<file path="src/rtl/mc_cpu_pkg.sv">
// rtl/mc_cpu_pkg.sv - opcodes, FSM states, ALU ops, trap codes and decoder of the multi-cycle core
package mc_cpu_pkg;

  localparam logic [5:0] OP_RTYPE = 6'b000000;
  localparam logic [5:0] OP_J     = 6'b000010;
  localparam logic [5:0] OP_JAL   = 6'b000011;
  localparam logic [5:0] OP_BEQ   = 6'b000100;
  localparam logic [5:0] OP_ADDI  = 6'b001000;
  localparam logic [5:0] OP_ORI   = 6'b001101;
  localparam logic [5:0] OP_LUI   = 6'b001111;
  localparam logic [5:0] OP_LW    = 6'b100011;
  localparam logic [5:0] OP_SW    = 6'b101011;

  localparam logic [5:0] FN_ADDU  = 6'b100001;
  localparam logic [5:0] FN_SUBU  = 6'b100011;
  localparam logic [5:0] FN_AND   = 6'b100100;
  localparam logic [5:0] FN_OR    = 6'b100101;
  localparam logic [5:0] FN_SLT   = 6'b101010;

  typedef enum logic [2:0] {
    S_FETCH, S_DECODE, S_EXEC, S_MEM, S_WB, S_HALT
  } state_t;

  typedef enum logic [2:0] {
    ALU_ADD, ALU_SUB, ALU_AND, ALU_OR, ALU_SLT, ALU_LUI
  } alu_op_t;

  typedef enum logic [1:0] {
    TRAP_NONE     = 2'd0,
    TRAP_ILLEGAL  = 2'd1,
    TRAP_MISALIGN = 2'd2
  } trap_t;

  typedef struct packed {
    logic    legal;
    logic    is_r;
    logic    is_load;
    logic    is_store;
    logic    is_branch;
    logic    is_jump;
    logic    is_link;
    logic    zext;
    logic    wr_rd;
    logic    wr_rt;
    alu_op_t alu_op;
  } dec_t;

  // Illegal encodings decode to an all-zero record so a non-trapping core treats them as NOP.
  function automatic dec_t decode(input logic [5:0] op, input logic [5:0] funct,
                                  input logic [4:0] shamt);
    dec_t d;
    d = '0;
    d.alu_op = ALU_ADD;
    case (op)
      OP_RTYPE: begin
        d.is_r  = 1'b1;
        d.wr_rd = 1'b1;
        d.legal = (shamt == 5'd0);
        case (funct)
          FN_ADDU: d.alu_op = ALU_ADD;
          FN_SUBU: d.alu_op = ALU_SUB;
          FN_AND:  d.alu_op = ALU_AND;
          FN_OR:   d.alu_op = ALU_OR;
          FN_SLT:  d.alu_op = ALU_SLT;
          default: d.legal  = 1'b0;
        endcase
      end
      OP_ADDI: begin d.legal = 1'b1; d.wr_rt = 1'b1; end
      OP_ORI:  begin d.legal = 1'b1; d.wr_rt = 1'b1; d.zext = 1'b1; d.alu_op = ALU_OR; end
      OP_LUI:  begin d.legal = 1'b1; d.wr_rt = 1'b1; d.alu_op = ALU_LUI; end
      OP_LW:   begin d.legal = 1'b1; d.wr_rt = 1'b1; d.is_load = 1'b1; end
      OP_SW:   begin d.legal = 1'b1; d.is_store = 1'b1; end
      OP_BEQ:  begin d.legal = 1'b1; d.is_branch = 1'b1; d.alu_op = ALU_SUB; end
      OP_J:    begin d.legal = 1'b1; d.is_jump = 1'b1; end
      OP_JAL:  begin d.legal = 1'b1; d.is_jump = 1'b1; d.is_link = 1'b1; end
      default: d.legal = 1'b0;
    endcase
    if (!d.legal) begin
      d = '0;
    end
    return d;
  endfunction

endpackage

</file>
<file path="src/rtl/mc_cpu_core_if.sv">
// rtl/mc_cpu_core_if.sv - shared instruction/data memory port with req/ack handshake
interface mc_cpu_core_if;
  logic        req;
  logic        we;
  logic [31:0] addr;
  logic [31:0] wdata;
  logic [31:0] rdata;
  logic        ack;

  modport master (output req, output we, output addr, output wdata,
                  input rdata, input ack);
  modport slave  (input req, input we, input addr, input wdata,
                  output rdata, output ack);
endinterface

</file>
<file path="src/rtl/mc_alu.sv">
// rtl/mc_alu.sv - combinational ALU, modulo-2^32 arithmetic and signed set-less-than
module mc_alu
  import mc_cpu_pkg::*;
(
  input  logic [31:0] a,
  input  logic [31:0] b,
  input  alu_op_t     op,
  output logic [31:0] result,
  output logic        zero
);

  always_comb begin
    result = '0;
    case (op)
      ALU_ADD: result = a + b;
      ALU_SUB: result = a - b;
      ALU_AND: result = a & b;
      ALU_OR:  result = a | b;
      ALU_SLT: result = {31'd0, $signed(a) < $signed(b)};
      ALU_LUI: result = {b[15:0], 16'h0000};
      default: result = '0;
    endcase
  end

  assign zero = (result == 32'd0);

endmodule

</file>
<file path="src/rtl/mc_regfile.sv">
// rtl/mc_regfile.sv - 32x32 register file, two async read ports, one write port, $0 hardwired to zero
module mc_regfile (
  input  logic        clk,
  input  logic        rst,
  input  logic [4:0]  raddr_a,
  input  logic [4:0]  raddr_b,
  output logic [31:0] rdata_a,
  output logic [31:0] rdata_b,
  input  logic        we,
  input  logic [4:0]  waddr,
  input  logic [31:0] wdata
);

  logic [31:0] regs [32];

  always_ff @(posedge clk) begin
    if (rst) begin
      for (int i = 0; i < 32; i++) begin
        regs[i] <= '0;
      end
    end else if (we && (waddr != 5'd0)) begin
      regs[waddr] <= wdata;
    end
  end

  assign rdata_a = (raddr_a == 5'd0) ? 32'd0 : regs[raddr_a];
  assign rdata_b = (raddr_b == 5'd0) ? 32'd0 : regs[raddr_b];

endmodule

</file>
<file path="src/rtl/mc_cpu_core.sv">
// rtl/mc_cpu_core.sv - multi-cycle MIPS-subset core over a shared req/ack memory port
module mc_cpu_core
  import mc_cpu_pkg::*;
#(
  parameter logic [31:0] RESET_PC = 32'h0000_3000,
  parameter int          CNT_W    = 32,
  parameter bit          TRAP_EN  = 1'b1
) (
  input  logic             clk,
  input  logic             rst,
  mc_cpu_core_if.master    mem,
  output logic [31:0]      pc,
  output logic [31:0]      instr,
  output logic             retire,
  output logic [CNT_W-1:0] instret,
  output logic             halted,
  output logic [1:0]       trap_cause
);

  state_t           state_q, state_d;
  logic [31:0]      pc_q, ir_q, a_q, b_q, imm_q, alu_q, mdr_q;
  logic             retire_q;
  logic [CNT_W-1:0] instret_q;
  trap_t            trap_q;

  logic [31:0] pc_d, pc_plus4, br_target, jmp_target, imm_ext;
  logic [31:0] rf_a, rf_b, rf_wdata, alu_b, alu_res, mem_addr_c;
  logic [4:0]  rf_waddr;
  logic        pc_ld, ir_ld, op_ld, alu_ld, mdr_ld, trap_ld, rf_we, retire_d;
  logic        req_fsm, mem_we_c, alu_zero;
  trap_t       trap_d;
  dec_t        dec;

  wire [4:0] rs = ir_q[25:21];
  wire [4:0] rt = ir_q[20:16];
  wire [4:0] rd = ir_q[15:11];

  assign dec        = decode(ir_q[31:26], ir_q[5:0], ir_q[10:6]);
  assign pc_plus4   = pc_q + 32'd4;
  assign br_target  = pc_plus4 + {imm_q[29:0], 2'b00};
  assign jmp_target = {pc_plus4[31:28], ir_q[25:0], 2'b00};
  assign imm_ext    = dec.zext ? {16'h0000, ir_q[15:0]} : {{16{ir_q[15]}}, ir_q[15:0]};
  assign alu_b      = (dec.is_r || dec.is_branch) ? b_q : imm_q;

  mc_regfile u_rf (
    .clk     (clk),
    .rst     (rst),
    .raddr_a (rs),
    .raddr_b (rt),
    .rdata_a (rf_a),
    .rdata_b (rf_b),
    .we      (rf_we),
    .waddr   (rf_waddr),
    .wdata   (rf_wdata)
  );

  mc_alu u_alu (
    .a      (a_q),
    .b      (alu_b),
    .op     (dec.alu_op),
    .result (alu_res),
    .zero   (alu_zero)
  );

  always_ff @(posedge clk) begin
    if (rst) begin
      state_q <= S_FETCH;
    end else begin
      state_q <= state_d;
    end
  end

  always_comb begin
    state_d    = state_q;
    pc_d       = pc_q;
    pc_ld      = 1'b0;
    ir_ld      = 1'b0;
    op_ld      = 1'b0;
    alu_ld     = 1'b0;
    mdr_ld     = 1'b0;
    trap_ld    = 1'b0;
    trap_d     = TRAP_NONE;
    rf_we      = 1'b0;
    rf_waddr   = rd;
    rf_wdata   = alu_q;
    retire_d   = 1'b0;
    req_fsm    = 1'b0;
    mem_we_c   = 1'b0;
    mem_addr_c = pc_q;
    case (state_q)
      S_FETCH: begin
        req_fsm = 1'b1;
        if (mem.ack) begin
          ir_ld   = 1'b1;
          state_d = S_DECODE;
        end
      end
      S_DECODE: begin
        op_ld = 1'b1;
        if (!dec.legal && TRAP_EN) begin
          trap_ld = 1'b1;
          trap_d  = TRAP_ILLEGAL;
          state_d = S_HALT;
        end else begin
          state_d = S_EXEC;
        end
      end
      S_EXEC: begin
        if (dec.is_load || dec.is_store) begin
          alu_ld = 1'b1;
          if (alu_res[1:0] != 2'b00) begin
            if (TRAP_EN) begin
              trap_ld = 1'b1;
              trap_d  = TRAP_MISALIGN;
              state_d = S_HALT;
            end else begin
              pc_ld    = 1'b1;
              pc_d     = pc_plus4;
              retire_d = 1'b1;
              state_d  = S_FETCH;
            end
          end else begin
            state_d = S_MEM;
          end
        end else if (dec.is_branch) begin
          pc_ld    = 1'b1;
          pc_d     = alu_zero ? br_target : pc_plus4;
          retire_d = 1'b1;
          state_d  = S_FETCH;
        end else if (dec.is_jump) begin
          // The link value is pc+4 of the jal itself; pc_q still holds that address here.
          pc_ld    = 1'b1;
          pc_d     = jmp_target;
          rf_we    = dec.is_link;
          rf_waddr = 5'd31;
          rf_wdata = pc_plus4;
          retire_d = 1'b1;
          state_d  = S_FETCH;
        end else begin
          alu_ld  = 1'b1;
          state_d = S_WB;
        end
      end
      S_MEM: begin
        req_fsm    = 1'b1;
        mem_we_c   = dec.is_store;
        mem_addr_c = alu_q;
        if (mem.ack) begin
          if (dec.is_store) begin
            pc_ld    = 1'b1;
            pc_d     = pc_plus4;
            retire_d = 1'b1;
            state_d  = S_FETCH;
          end else begin
            mdr_ld  = 1'b1;
            state_d = S_WB;
          end
        end
      end
      S_WB: begin
        rf_we    = dec.wr_rd | dec.wr_rt;
        rf_waddr = dec.wr_rd ? rd : rt;
        rf_wdata = dec.is_load ? mdr_q : alu_q;
        pc_ld    = 1'b1;
        pc_d     = pc_plus4;
        retire_d = 1'b1;
        state_d  = S_FETCH;
      end
      S_HALT: begin
        state_d = S_HALT;
      end
      default: begin
        state_d = S_HALT;
      end
    endcase
  end

  always_ff @(posedge clk) begin
    if (rst) begin
      pc_q      <= RESET_PC;
      ir_q      <= '0;
      a_q       <= '0;
      b_q       <= '0;
      imm_q     <= '0;
      alu_q     <= '0;
      mdr_q     <= '0;
      retire_q  <= 1'b0;
      instret_q <= '0;
      trap_q    <= TRAP_NONE;
    end else begin
      if (pc_ld)   pc_q   <= pc_d;
      if (ir_ld)   ir_q   <= mem.rdata;
      if (alu_ld)  alu_q  <= alu_res;
      if (mdr_ld)  mdr_q  <= mem.rdata;
      if (trap_ld) trap_q <= trap_d;
      if (op_ld) begin
        a_q   <= rf_a;
        b_q   <= rf_b;
        imm_q <= imm_ext;
      end
      retire_q <= retire_d;
      if (retire_d) begin
        instret_q <= instret_q + 1'b1;
      end
    end
  end

  // Reset gates the request combinationally so an abandoned transaction is dropped at once.
  assign mem.req   = req_fsm & ~rst;
  assign mem.we    = mem_we_c;
  assign mem.addr  = mem_addr_c;
  assign mem.wdata = b_q;

  assign pc         = pc_q;
  assign instr      = ir_q;
  assign retire     = retire_q;
  assign instret    = instret_q;
  assign halted     = (state_q == S_HALT);
  assign trap_cause = trap_q;

endmodule

</file>
<file path="src/flat_wrapper.sv">
// flat-port wrapper written by rule: the top's interface ports become plain ports
module mc_cpu_core_flat import mc_cpu_pkg::*;
#(
  parameter logic [31:0] RESET_PC = 32'h0000_3000,
  parameter int          CNT_W    = 32,
  parameter bit          TRAP_EN  = 1'b1
)
  (clk, rst, pc, instr, retire, instret, halted, trap_cause, mem_req, mem_we, mem_addr, mem_wdata, mem_rdata, mem_ack);
  mc_cpu_core_if mem_i ();
  input  logic clk;
  input  logic rst;
  output logic [31:0] pc;
  output logic [31:0] instr;
  output logic retire;
  output logic [CNT_W-1:0] instret;
  output logic halted;
  output logic [1:0] trap_cause;
  output wire logic [$bits(mem_i.req)-1:0] mem_req;
  output wire logic [$bits(mem_i.we)-1:0] mem_we;
  output wire logic [$bits(mem_i.addr)-1:0] mem_addr;
  output wire logic [$bits(mem_i.wdata)-1:0] mem_wdata;
  input wire logic [$bits(mem_i.rdata)-1:0] mem_rdata;
  input wire logic [$bits(mem_i.ack)-1:0] mem_ack;
  assign mem_req = mem_i.req;
  assign mem_we = mem_i.we;
  assign mem_addr = mem_i.addr;
  assign mem_wdata = mem_i.wdata;
  assign mem_i.rdata = mem_rdata;
  assign mem_i.ack = mem_ack;
  mc_cpu_core #(.RESET_PC(RESET_PC), .CNT_W(CNT_W), .TRAP_EN(TRAP_EN)) u_core (.clk(clk), .rst(rst), .mem(mem_i), .pc(pc), .instr(instr), .retire(retire), .instret(instret), .halted(halted), .trap_cause(trap_cause));
endmodule
</file>
<file path="config.mk">
export PLATFORM = sky130hd
export DESIGN_NAME = mc_cpu_core_flat
export DESIGN_NICKNAME = d
export VERILOG_FILES = /design/src/rtl/mc_cpu_pkg.sv /design/src/rtl/mc_cpu_core_if.sv /design/src/rtl/mc_alu.sv /design/src/rtl/mc_regfile.sv /design/src/rtl/mc_cpu_core.sv /design/src/flat_wrapper.sv
export SDC_FILE = /design/constraint.sdc
export NUM_CORES = 2
export LEC_CHECK = 0
export ABC_AREA = 0
export CAP_MARGIN = 10
export CORE_ASPECT_RATIO = 1.75
export CORE_MARGIN = 3
export CORE_UTILIZATION = 41
export DETAILED_ROUTE_END_ITERATION = 10
export SLEW_MARGIN = 30
export SYNTH_ARGS = -nofsm -noshare
export SYNTH_HDL_FRONTEND = slang
export SYNTH_HIERARCHICAL = 1
export SYNTH_SLANG_ARGS = --single-unit
</file>
<file path="constraint.sdc">
create_clock -name clk -period 9.62 [get_ports clk]
set_input_delay 1.924 -clock clk [delete_from_list [all_inputs] [get_ports clk]]
set_output_delay 1.924 -clock clk [all_outputs]
set_load 0.02 [all_outputs]
</file>
==> summary.md <==
| Metric | Value |
|---|---|
| Leading cell type in the layout, fill and taps excluded | edfxtp_1 |
| Number of setup violations in the final report | 0 |
| Wire length of the first global-routing pass | 404,200 µm |
| Sequential area share after synthesis | 0.4892 |
| Effective utilization at floorplan | 0.4126 |
| Drt via density | 6.316 |
| Worst path bufs/invs | 3 |
| Remaining routing DRC violations | 0 |
| Critical path startpoint category | flop |
| Worst Hold Class | reg2reg |
| Total half-perimeter wirelength after legalization and detailed placement | 198,300 µm |
| Final hold violation count | 0 |
| Total leakage power | 27.95 nW |
| Slew at the pin closest to its max-slew limit | 1.150 ns |
| Proportion of layout cells with a drive suffix above 1 | 0.1677 |
| Count of non-filler cells in the finished layout | 8,546 |
| Clock buffers created by TritonCTS | 114 |
| IO buf count | 198 |
| Worst max-slew margin expressed relative to the limit | 0.2314 |
| Slowest CP cell | a31oi_1 |
| Worst setup path class | reg2reg |
| Critical Path Max Stage Delay | 0.71 ns |
| Cell with the most instances on the worst path | nor2_1 |
| Portion of total power attributed to sequential cells | 0.466 |
| Cell family with the largest share of critical-path delay | simple AND/OR/NAND/NOR gates |
| Number of enable-type register cells in the synthesized netlist | 1,024 |
| Min Clock Period, post-route | 8.388 ns |
| CTS clk-pin slew, worst paths | 0.07 ns |
| # fillers | 15,990 |
| Post-CTS setup repair buffer count | 0 |
| Comb power frac | 0.193 |
| Via count | 53,980 |
| Fraction of power consumed by the clock network | 0.341 |
| Tot GR Track Use | 0.3089 |
| Avg WL per Cell | 33.88 µm |
| Placeable core region | 176,600 µm² |
| Commonest non-fill, non-tap cells in the layout | 1,024 x edfxtp_1, 1,007 x and2_1, 565 x nand2_1 |
| CTS-repair resized insts | 0 |
| Data arrival time of the worst path | 9.01 ns |
| Setup ws final | 1.232 ns |
| Post-Route WL | 289,500 µm |
| Average cell area after synthesis | 11.95 µm² |
| Switch Pwr | 4.082 mW |
| Die area | 183,000 µm² |
| Hold Worst Slack | 0.4598 ns |
| Maximum Capacitance Violations | 0 |
| Hold-fix buffers, CTS | 0 |
| Status | completed |
| Top fanout value on the critical path | 33 |
| Yosys warnings | 6 |
| Setup repair after global routing missed its margin | false |
| Vias in the first global route | 53,840 |
| Count of distinct cell types in the synthesized netlist | 113 |
| Clock tree from TritonCTS | done |
| CTS sink cnt | 1,269 |
| Final Util | 0.4582 |
| Std cell rows | 204 |
| Final total negative setup slack | 0 ns |
| Number of detailed-routing iterations run before antenna repair | 6 |
| Largest clock skew in the final design | 0.06136 ns |
| Number of max-slew violations in the final report | 0 |
| Final worst path period share | 0.8719 |
| Total gr overflow | 0 |
| Fmax | 119.2 MHz |
| Iteration-0 DRC Markers | 5,569 |
| Maximum buffer depth of the clock tree | 3 |
| Maximum number of pins on one net before global-route repair | 96 |
| Post-DRT Antenna Nets | 0 |
| Area added between synthesis and finish | 11.04% |
| Peak ir drop on the vdd network | 0.1508 mV |
| Depth of the CTS H-tree | 3 |
| Required time of the critical path | 10.24 ns |
| Final-stage net count | 6,239 |
| Global placer's final weighted congestion | 1.083 |
| Placed Cells | 8,319 |
| Antenna violations before repair | 18 |
| IO Pins | 201 |
| Sequential cell area | 35,680 µm² |
| Netlist area before placement | 72,880 µm² |
| Flip-flop and latch count after synthesis | 1,269 |
| Predominant post-synthesis flop cell | edfxtp_1 |
| Clock Tree Root | clkbuf_16 |
| Worst setup EP type | flop |
| Area taken by multi-input logic gates | 34,480 µm² |
| Source-to-sink clock delay at the later pin of the worst-skew pair | 0.75 ns |
| Internal power | 9.561 mW |
| Power density cells | 168.6 nW/µm² |
| Switching power as a share of total power | 0.2992 |
| Share of synthesized registers carrying an async set or reset | 0 |
| Post-Place Setup Slack | 1.566 ns |
| Gate Count Post-Synth | 6,098 |
| Chip Height | 563.7 µm |
| Width of the die | 324.7 µm |
==> power by group through the flow <==
stage	Clock [mW]	Sequential (mW)	Combinational, mW
floorplan	0	6.36	1.66
global placement	0	6.46	2.54
detailed placement	0	6.47	2.56
CTS	4.71	6.35	2.57
global route	4.89	6.38	2.74
finish	4.65	6.36	2.63
==> synth_stat cells, drive strengths merged, types with 9 or more instances <==
library cell | n | share of area
edfxtp | 1024 | 0.42
and2 | 1009 | 0.087
nand2 | 569 | 0.029
mux4 | 473 | 0.15
clkbuf | 383 | 0.020
a21oi | 325 | 0.022
dfxtp | 245 | 0.067
nor2 | 210 | 0.011
buf | 175 | 0.016
mux2i | 174 | 0.024
inv | 158 | 0.0081
ha | 133 | 0.023
o22ai | 124 | 0.011
nor3 | 105 | 0.0073
o21ai | 96 | 0.0067
a2111oi | 59 | 0.0081
a22o | 56 | 0.0067
mux2 | 49 | 0.0076
nand3 | 49 | 0.0035
xnor2 | 47 | 0.0058
a21o | 46 | 0.0047
or2 | 41 | 0.0035
a211oi | 37 | 0.0039
nand2b | 35 | 0.0030
xor2 | 34 | 0.0041
a22oi | 33 | 0.0034
nor2b | 29 | 0.0025
and3 | 27 | 0.0024
a221oi | 26 | 0.0031
nand4 | 26 | 0.0023
a222oi | 23 | 0.0032
or3 | 22 | 0.0020
nor4 | 20 | 0.0018
a221o | 18 | 0.0025
o211ai | 17 | 0.0018
o21bai | 17 | 0.0020
o31ai | 16 | 0.0021
a31oi | 15 | 0.0014
o21a | 10 | 0.0010
a211o | 9 | 0.0011
==> path summary, 6_finish.rpt <==
check / start / endpoint / slack, ns / cells after the start
setup / recovery: u_core/instr[28]$_SDFFE_PP0P_ / u_core/pc[31]$_SDFFE_PP0P_ / 1.23 / 25
hold / removal: u_core/mdr_q[2]$_SDFFE_PP0P_ / u_core/mdr_q[2]$_SDFFE_PP0P_ / 0.46 / 2
setup reg to reg: u_core/instr[28]$_SDFFE_PP0P_ / u_core/pc[31]$_SDFFE_PP0P_ / 1.23 / 25
hold reg to reg: u_core/mdr_q[2]$_SDFFE_PP0P_ / u_core/mdr_q[2]$_SDFFE_PP0P_ / 0.46 / 2
==> cell families (layout without fill, tap and decap cells) <==
| group | after synthesis | after routing | synth area share |
|---|---|---|---|
| flip-flops | 1269 | 1269 | 0.4892 |
| XOR/XNOR | 81 | 81 | 0.009838 |
| AO/OA/AOI/OAI | 1013 | 1013 | 0.09563 |
| other | 2 | 46 | 0.0001031 |
| adder cells (fa/ha/maj) | 136 | 136 | 0.02366 |
| AND/OR/NAND/NOR | 2185 | 2185 | 0.1603 |
| buffers and inverters | 716 | 751 | 0.04354 |
| multiplexers | 696 | 696 | 0.1776 |
==> worst register-to-register path, stage by stage, from the launching register on <==
cell and delay [ns]:
dfxtp_1 0.43, nor2_1 0.34, and4_1 0.31, o2111ai_1 0.23
nand2_1 0.18, buf_4 0.42, mux2_2 0.51, inv_1 0.13
ha_1 0.16, nor2_1 0.08, o311a_1 0.38, o2111ai_2 0.33
nand3_1 0.18, a31oi_1 0.71, a21oi_1 0.40, a221o_1 0.38
a221o_1 0.30, or4b_1 0.48, or4_1 0.46, nor2_1 0.61
nand3_1 0.15, buf_4 0.25, nor4_1 0.28, o21bai_1 0.12
nand4_1 0.10, mux2_1 0.32
==> sequential cells by signal (all words and copies together), names as in the netlist <==
register and flops:
u_core/trap_cause 2, u_core/u_rf/regs 1024, u_core/a_q 32, u_core/alu_q 32, u_core/mdr_q 32, u_core/retire 1
u_core/instret 32, u_core/pc 30, u_core/imm_q 17, u_core/instr 32, u_core/state_q 3, u_core/mem.wdata 32
==> through the flow <==
| stage | total power [mW] | instance area (µm²) |
|---|---|---|
| after global routing | 14.01 | 80900 |
| after CTS | 13.62 | 80800 |
| after detailed placement | 9.031 | 77080 |
| after global placement | 8.993 | 76970 |
| after floorplan | 8.021 | 73000 |
| final | 13.64 | 80920 |
==> area by class of cell <==
cell class,count,area share
timing repair buffer,380,0.04277
antenna,12,0.0003711
multi-input combinational,4145,0.4261
tap,2369,0.03663
clock buffer,146,0.03828
sequential,1269,0.4409
clock inverter,67,0.007653
inverter,158,0.007329
==> routing by layer <==
layer / track usage / share of wire / vias up
li1: - / - / 22560
met1: 0.3143 / 0.32 / 27330
met2: 0.5501 / 0.51 / 3062
met3: 0.05643 / 0.076 / 1020
met4: 0.2582 / 0.10 / 12
met5: 0 / 0.00027 / -
No activity file was read; power rests on OpenSTA's default activity.
